$ cat config.mk
export PLATFORM = sky130hd
export DESIGN_NAME = regfile_wr_demux
export DESIGN_NICKNAME = d
export VERILOG_FILES = /design/src/rtl/regfile_wr_demux.sv
export SDC_FILE = /design/constraint.sdc
export NUM_CORES = 2
export LEC_CHECK = 0
export ABC_CLOCK_PERIOD_IN_PS = 2800
export BUFFER_PORTS_ARGS = -buffer_cell sky130_fd_sc_hd__buf_2
export CAP_MARGIN = 20
export CORE_ASPECT_RATIO = 1.75
export CORE_UTILIZATION = 55
export DETAILED_ROUTE_END_ITERATION = 10
export GPL_TIMING_DRIVEN = 0
export PLACE_DENSITY = 0.76
export SLEW_MARGIN = 20
export SYNTH_ARGS = -nofsm -noshare
export SYNTH_HDL_FRONTEND = slang
export SYNTH_SLANG_ARGS = --single-unit
$ cat constraint.sdc
create_clock -name i_clk -period 2.8 [get_ports i_clk]
set_clock_uncertainty 0.15 [all_clocks]
set_input_delay 0 -clock i_clk [delete_from_list [all_inputs] [get_ports i_clk]]
set_output_delay 0 -clock i_clk [all_outputs]
set_load 0.005 [all_outputs]
$ cat src/rtl/regfile_wr_demux.sv
// Write side of the register block: one write-back stream is queued in a
// 2-entry pending-write FIFO and retired into NREGS registers under
// commit_en. Both read ports forward the newest pending data for their address.
module regfile_wr_demux #(
  parameter int DWIDTH = 32,
  parameter int AWIDTH = 5
) (
  input  logic              i_clk,
  input  logic              i_rst,
  input  logic              i_wr_valid,
  output logic              o_wr_ready,
  input  logic [AWIDTH-1:0] i_wr_addr,
  input  logic [DWIDTH-1:0] i_wr_data,
  input  logic              i_commit_en,
  input  logic [AWIDTH-1:0] i_rd_addr_a,
  output logic [DWIDTH-1:0] o_rd_data_a,
  input  logic [AWIDTH-1:0] i_rd_addr_b,
  output logic [DWIDTH-1:0] o_rd_data_b,
  output logic [1:0]        o_pend_cnt
);

  localparam int NREGS = 2 ** AWIDTH;

  typedef struct packed {
    logic [AWIDTH-1:0] addr;
    logic [DWIDTH-1:0] data;
  } pend_t;

  // Entry 0 is always the head (oldest), entry 1 the second slot.
  pend_t                          r_q0, r_q1;
  logic [1:0]                     r_cnt;
  logic [NREGS-1:0][DWIDTH-1:0]   r_regs;

  logic  w_push, w_pop;
  pend_t w_new;

  assign o_wr_ready = !i_rst && (r_cnt != 2'd2);
  assign w_push     = i_wr_valid && o_wr_ready;
  assign w_pop      = i_commit_en && (r_cnt != 2'd0);
  assign w_new      = '{addr: i_wr_addr, data: i_wr_data};
  assign o_pend_cnt = r_cnt;

  // Queue occupancy and entries; a pop shifts slot 1 into the head position.
  always_ff @(posedge i_clk) begin
    if (i_rst) begin
      r_cnt <= 2'd0;
      r_q0  <= '0;
      r_q1  <= '0;
    end else begin
      r_cnt <= r_cnt + {1'b0, w_push} - {1'b0, w_pop};
      case (r_cnt)
        2'd0: if (w_push) r_q0 <= w_new;
        2'd1: begin
          if (w_push && w_pop) r_q0 <= w_new;
          else if (w_push)     r_q1 <= w_new;
        end
        default: if (w_pop) r_q0 <= r_q1;
      endcase
    end
  end

  // Register array: head retires into its target; address 0 is never written.
  always_ff @(posedge i_clk) begin
    if (i_rst) begin
      r_regs <= '0;
    end else if (w_pop && (r_q0.addr != '0)) begin
      r_regs[r_q0.addr] <= r_q0.data;
    end
  end

  // Read port A: zero register, then newest pending match, then the array.
  always_comb begin
    o_rd_data_a = r_regs[i_rd_addr_a];
    if (i_rd_addr_a == '0)                              o_rd_data_a = '0;
    else if (r_cnt == 2'd2 && r_q1.addr == i_rd_addr_a) o_rd_data_a = r_q1.data;
    else if (r_cnt != 2'd0 && r_q0.addr == i_rd_addr_a) o_rd_data_a = r_q0.data;
  end

  // Read port B: same priority as port A.
  always_comb begin
    o_rd_data_b = r_regs[i_rd_addr_b];
    if (i_rd_addr_b == '0)                              o_rd_data_b = '0;
    else if (r_cnt == 2'd2 && r_q1.addr == i_rd_addr_b) o_rd_data_b = r_q1.data;
    else if (r_cnt != 2'd0 && r_q0.addr == i_rd_addr_b) o_rd_data_b = r_q0.data;
  end

endmodule

==> summary.md <==
| Metric | Value |
|---|---|
| Run status | `finished with violations` |
| Violated checks | `negative setup slack` |
| Clock transition at path regs | `60 ps` |
| Switching Fraction | `32.8%` |
| Mapped Avg Cell Area | `8.66 sq um` |
| WL per Instance | `34.1 um` |
| Post-synthesis instance total | `6421` |
| Final Max Tran Viols | `0` |
| Crit share post-route | `116%` |
| Slowest CP cell | `clkbuf_1` |
| Crit-path cells | `buf_2 > clkbuf_1 > and3b_1 > clkbuf_1 > a221oi_1 > o211a_1 > nor4_4 > a221o_1 > buf_2` |
| Sw Pwr | `13.0 mW` |
| Max_cap viols | `0` |
| DP Area | `0.0579 sq mm` |
| Routed Antenna Nets | `0` |
| Final setup fails | `202` |
| # clock sinks | `1100` |
| Drt total wl | `279 mm` |
| TNS Setup | `-22820 ps` |
| CTS root buffer | `clkbuf_16` |
| Post-route cell area | `0.0648 sq mm` |
| Cell variety after synth | `48` |
| CP top delay family | `buffers and inverters` |
| CP max FO | `10` |
| Hold depth | `4` |
| Worst VDD drop | `610 uV` |
| Final #Nets | `6839` |
| CTS max path bufs | `3` |
| Rel. slew slack | `12.9%` |
| Dpl hpwl | `217 mm` |
| Fin util | `64.5%` |
| Initial antenna violation count | `16` |
| Min-Delay Path Class | `in -> reg` |
| Initial Util | `55.4%` |
| Top post-synthesis cells by area | `dfxtp_1 (40%), mux4_2 (16%), nand2_1 (15%)` |
| H-tree Lvls | `3` |
| Clock network fraction of total power | `39.3%` |
| DP Worst Slack | `-1160 ps` |
| Core area | `0.100 sq mm` |
| Seq/Total Area, Yosys | `39.6%` |
| Clk_lat worst skew | `780 ps` |
| Register share of total power | `40.7%` |
| Synthesized Nets | `6476` |
| Via density per instance | `6.87` |
| Vias in the first global route | `55295` |
| Comb pwr share | `20.0%` |
| Worst R2R Path Depth | `6` |
| Final min period | `3260 ps` |
| Worst Path Required | `2650 ps` |
| CP Capture Type | `output pin` |
| Ports | `118` |
| Largest area contributor in the netlist | `dfxtp_1` |
| Min-delay src | `i_wr_data[30]` |
| CTS tree | `yes` |
| Worst r2r src | `r_q0[34]$_SDFFE_PP0P_` |
| TritonRoute pass-1 iters | `9` |
| Largest net degree at the start of global routing | `17` |
| Worst-Margin Slew | `1310 ps` |
| Row cnt | `154` |
| Ys Warns | `0` |
| Synthesized flop and latch total | `1100` |
| Worst setup SP type | `input port` |
| Grt ovf | `0` |
| DR vias | `56371` |
| Total CTS buffers | `101` |
| Synth top area share | `39.6%` |
| CP max stage delay | `630 ps` |
| Worst Setup Path Type | `in -> out` |
| Critical path arrival | `3110 ps` |
| CP Buf/Inv Count | `4` |
| Netlist Area Pre-Place | `0.0556 sq mm` |
| Final Hold Viols | `0` |
| RR Endpoint | `r_regs[1003]$_SDFFE_PP0P_` |
| I/O Buffers | `111` |
| Layout area overhead | `16.5%` |
| Fmax | `0.307 GHz` |
| Leak pwr | `21.4 nW` |
| Die Ht | `423 um` |
| Worst reg2reg setup slack | `-100 ps` |
| Worst Hold End | `r_q0[30]$_SDFFE_PP0P_` |
| Die ar. | `0.102 sq mm` |
| GRT Total Usage | `54.5%` |
| Total power draw | `39.6 mW` |
| First-pass GRT wire length | `394 mm` |
| Placer Congestion | `1.12` |
| Setup WS post-layout | `-458 ps` |
| DRC viols | `0` |
| Pwr/cell area | `611 mW/mm^2` |
| Layout cells sized above 1 | `17.8%` |
| Internal power | `26.6 mW` |
| Unrepaired setup endpoints after global routing | `true` |
| Die Wd | `242 um` |
| DR iter-0 viols | `7965` |
## cell usage after synthesis (all sizes together)
cell type  instances
a211oi           100
a21o              19
a21oi           1051
a221o             45
a221oi            42
a22o              61
a22oi             22
and2               5
and2b              1
and3               1
and3b              2
buf              137
clkbuf           557
dfxtp           1100
ha                 4
inv                7
mux2              75
mux2i            261
mux4             388
nand2           2163
nand2b             5
nand3             10
nand3b             4
nand4              5
nor2              80
nor2b             40
nor3               7
nor3b              1
nor4              45
nor4b              2
o211a             31
o21ai              2
o21bai             2
o221ai           114
o22ai              3
or2                4
or3                3
or3b               2
xnor2             16
xor2               4
## per-layer routing
| layer | up-vias | track usage (%) | routed length, um |
|---|---|---|---|
| met2 | 4650 | 83.7 | 125000 |
| li1 | 23336 | - | - |
| met3 | 1834 | 19.7 | 33700 |
| met4 | 6 | 58.6 | 37600 |
| met5 | - | 0.0949 | 34 |
| met1 | 26545 | 54.8 | 83200 |
## power by group through the flow
stage / logic, mW / registers [mW] / clock network (mW)
after floorplan: 3.70 / 16.3 / 0
after global placement: 6.51 / 16.4 / 0
after detailed placement: 6.57 / 16.4 / 0
after CTS: 7.10 / 16.1 / 15.3
after global routing: 7.94 / 16.1 / 16.0
final: 7.91 / 16.1 / 15.5
## repair_timing
item                                    4_1_cts  5_1_grt
endpoints found under the hold margin       101        0
gates cloned                                  3        2
endpoints found under the setup margin     1089      895
buffers inserted                             47       14
gates resized for setup                     354      200
pin swaps                                    40       30
hold buffers                                 86        0
## metrics by stage
step                hold WS [ps]  std cells
global route                24.0       8191
finish                      22.5       8201
detailed placement           112       7864
CTS                         6.40       8174
floorplan                  -14.0       6421
global placement             106       7858
## final cells by class
type / count / area [sq um]
clock inverters: 43 / 677
inverters: 7 / 32.5
multi-input cells: 4620 / 31700
diodes: 12 / 30.0
fillers: 8683 / 35600
clock buffers: 139 / 2930
flip-flops and latches: 1100 / 22000
repair buffers: 269 / 2220
well taps: 1326 / 1660
plain buffers: 685 / 3510
## state kept, by name (all words and copies together), names as in the netlist
| name | count |
|---|---|
| r_regs | 1024 |
| r_q0 | 37 |
| r_q1 | 37 |
| o_pend_cnt | 2 |
## cells by family (layout without fill, tap and decap cells)
family	count (synthesis)	after routing	share of synthesized area [%]
AND/OR/NAND/NOR	2380	2380	16.7
AO/OA/AOI/OAI	1492	1492	16.2
flip-flops	1100	1100	39.6
multiplexers	724	724	21.9
buffers and inverters	701	1143	5.14
XOR/XNOR	20	20	0.315
adder cells (fa/ha/maj)	4	4	0.0900
other	0	12	0
## layout by cell type, fill, tap and decap left out, drive strengths merged, types with 40 or more instances in the layout
| cell | count |
|---|---|
| buf | 308 |
| o221ai | 114 |
| clkbuf | 695 |
| nor2 | 80 |
| nor4 | 45 |
| nand2 | 2163 |
| dlygate4sd3 | 86 |
| a211oi | 100 |
| mux4 | 388 |
| a221oi | 42 |
| dfxtp | 1100 |
| a221o | 45 |
| a22o | 61 |
| mux2 | 75 |
| a21oi | 1051 |
| nor2b | 40 |
| mux2i | 261 |
## tightest hold or removal path, cell delays in order
cell and delay (ps):
dlygate4sd3_1 540, buf_2 130, mux2i_1 120, a211oi_1 80
## how the worst max path moves through the flow
stage	to	cells past startpoint	slack (ps)	start
2_1_floorplan	r_q0[10]$_SDFFE_PP0P_	12	380	o_pend_cnt[0]$_SDFF_PP0_
3_3_place_gp	o_rd_data_b[31]	8	-1350	o_pend_cnt[1]$_SDFF_PP0_
3_5_place_dp	r_q1[33]$_SDFFE_PP0P_	12	-1160	i_rst
4_1_cts	o_rd_data_b[18]	10	-340	r_q0[33]$_SDFFE_PP0P_
5_1_grt	o_rd_data_b[22]	10	-390	o_pend_cnt[1]$_SDFF_PP0_
6_report	o_rd_data_a[18]	9	-460	i_rd_addr_a[1]
Power figures use the tool's default switching activity.
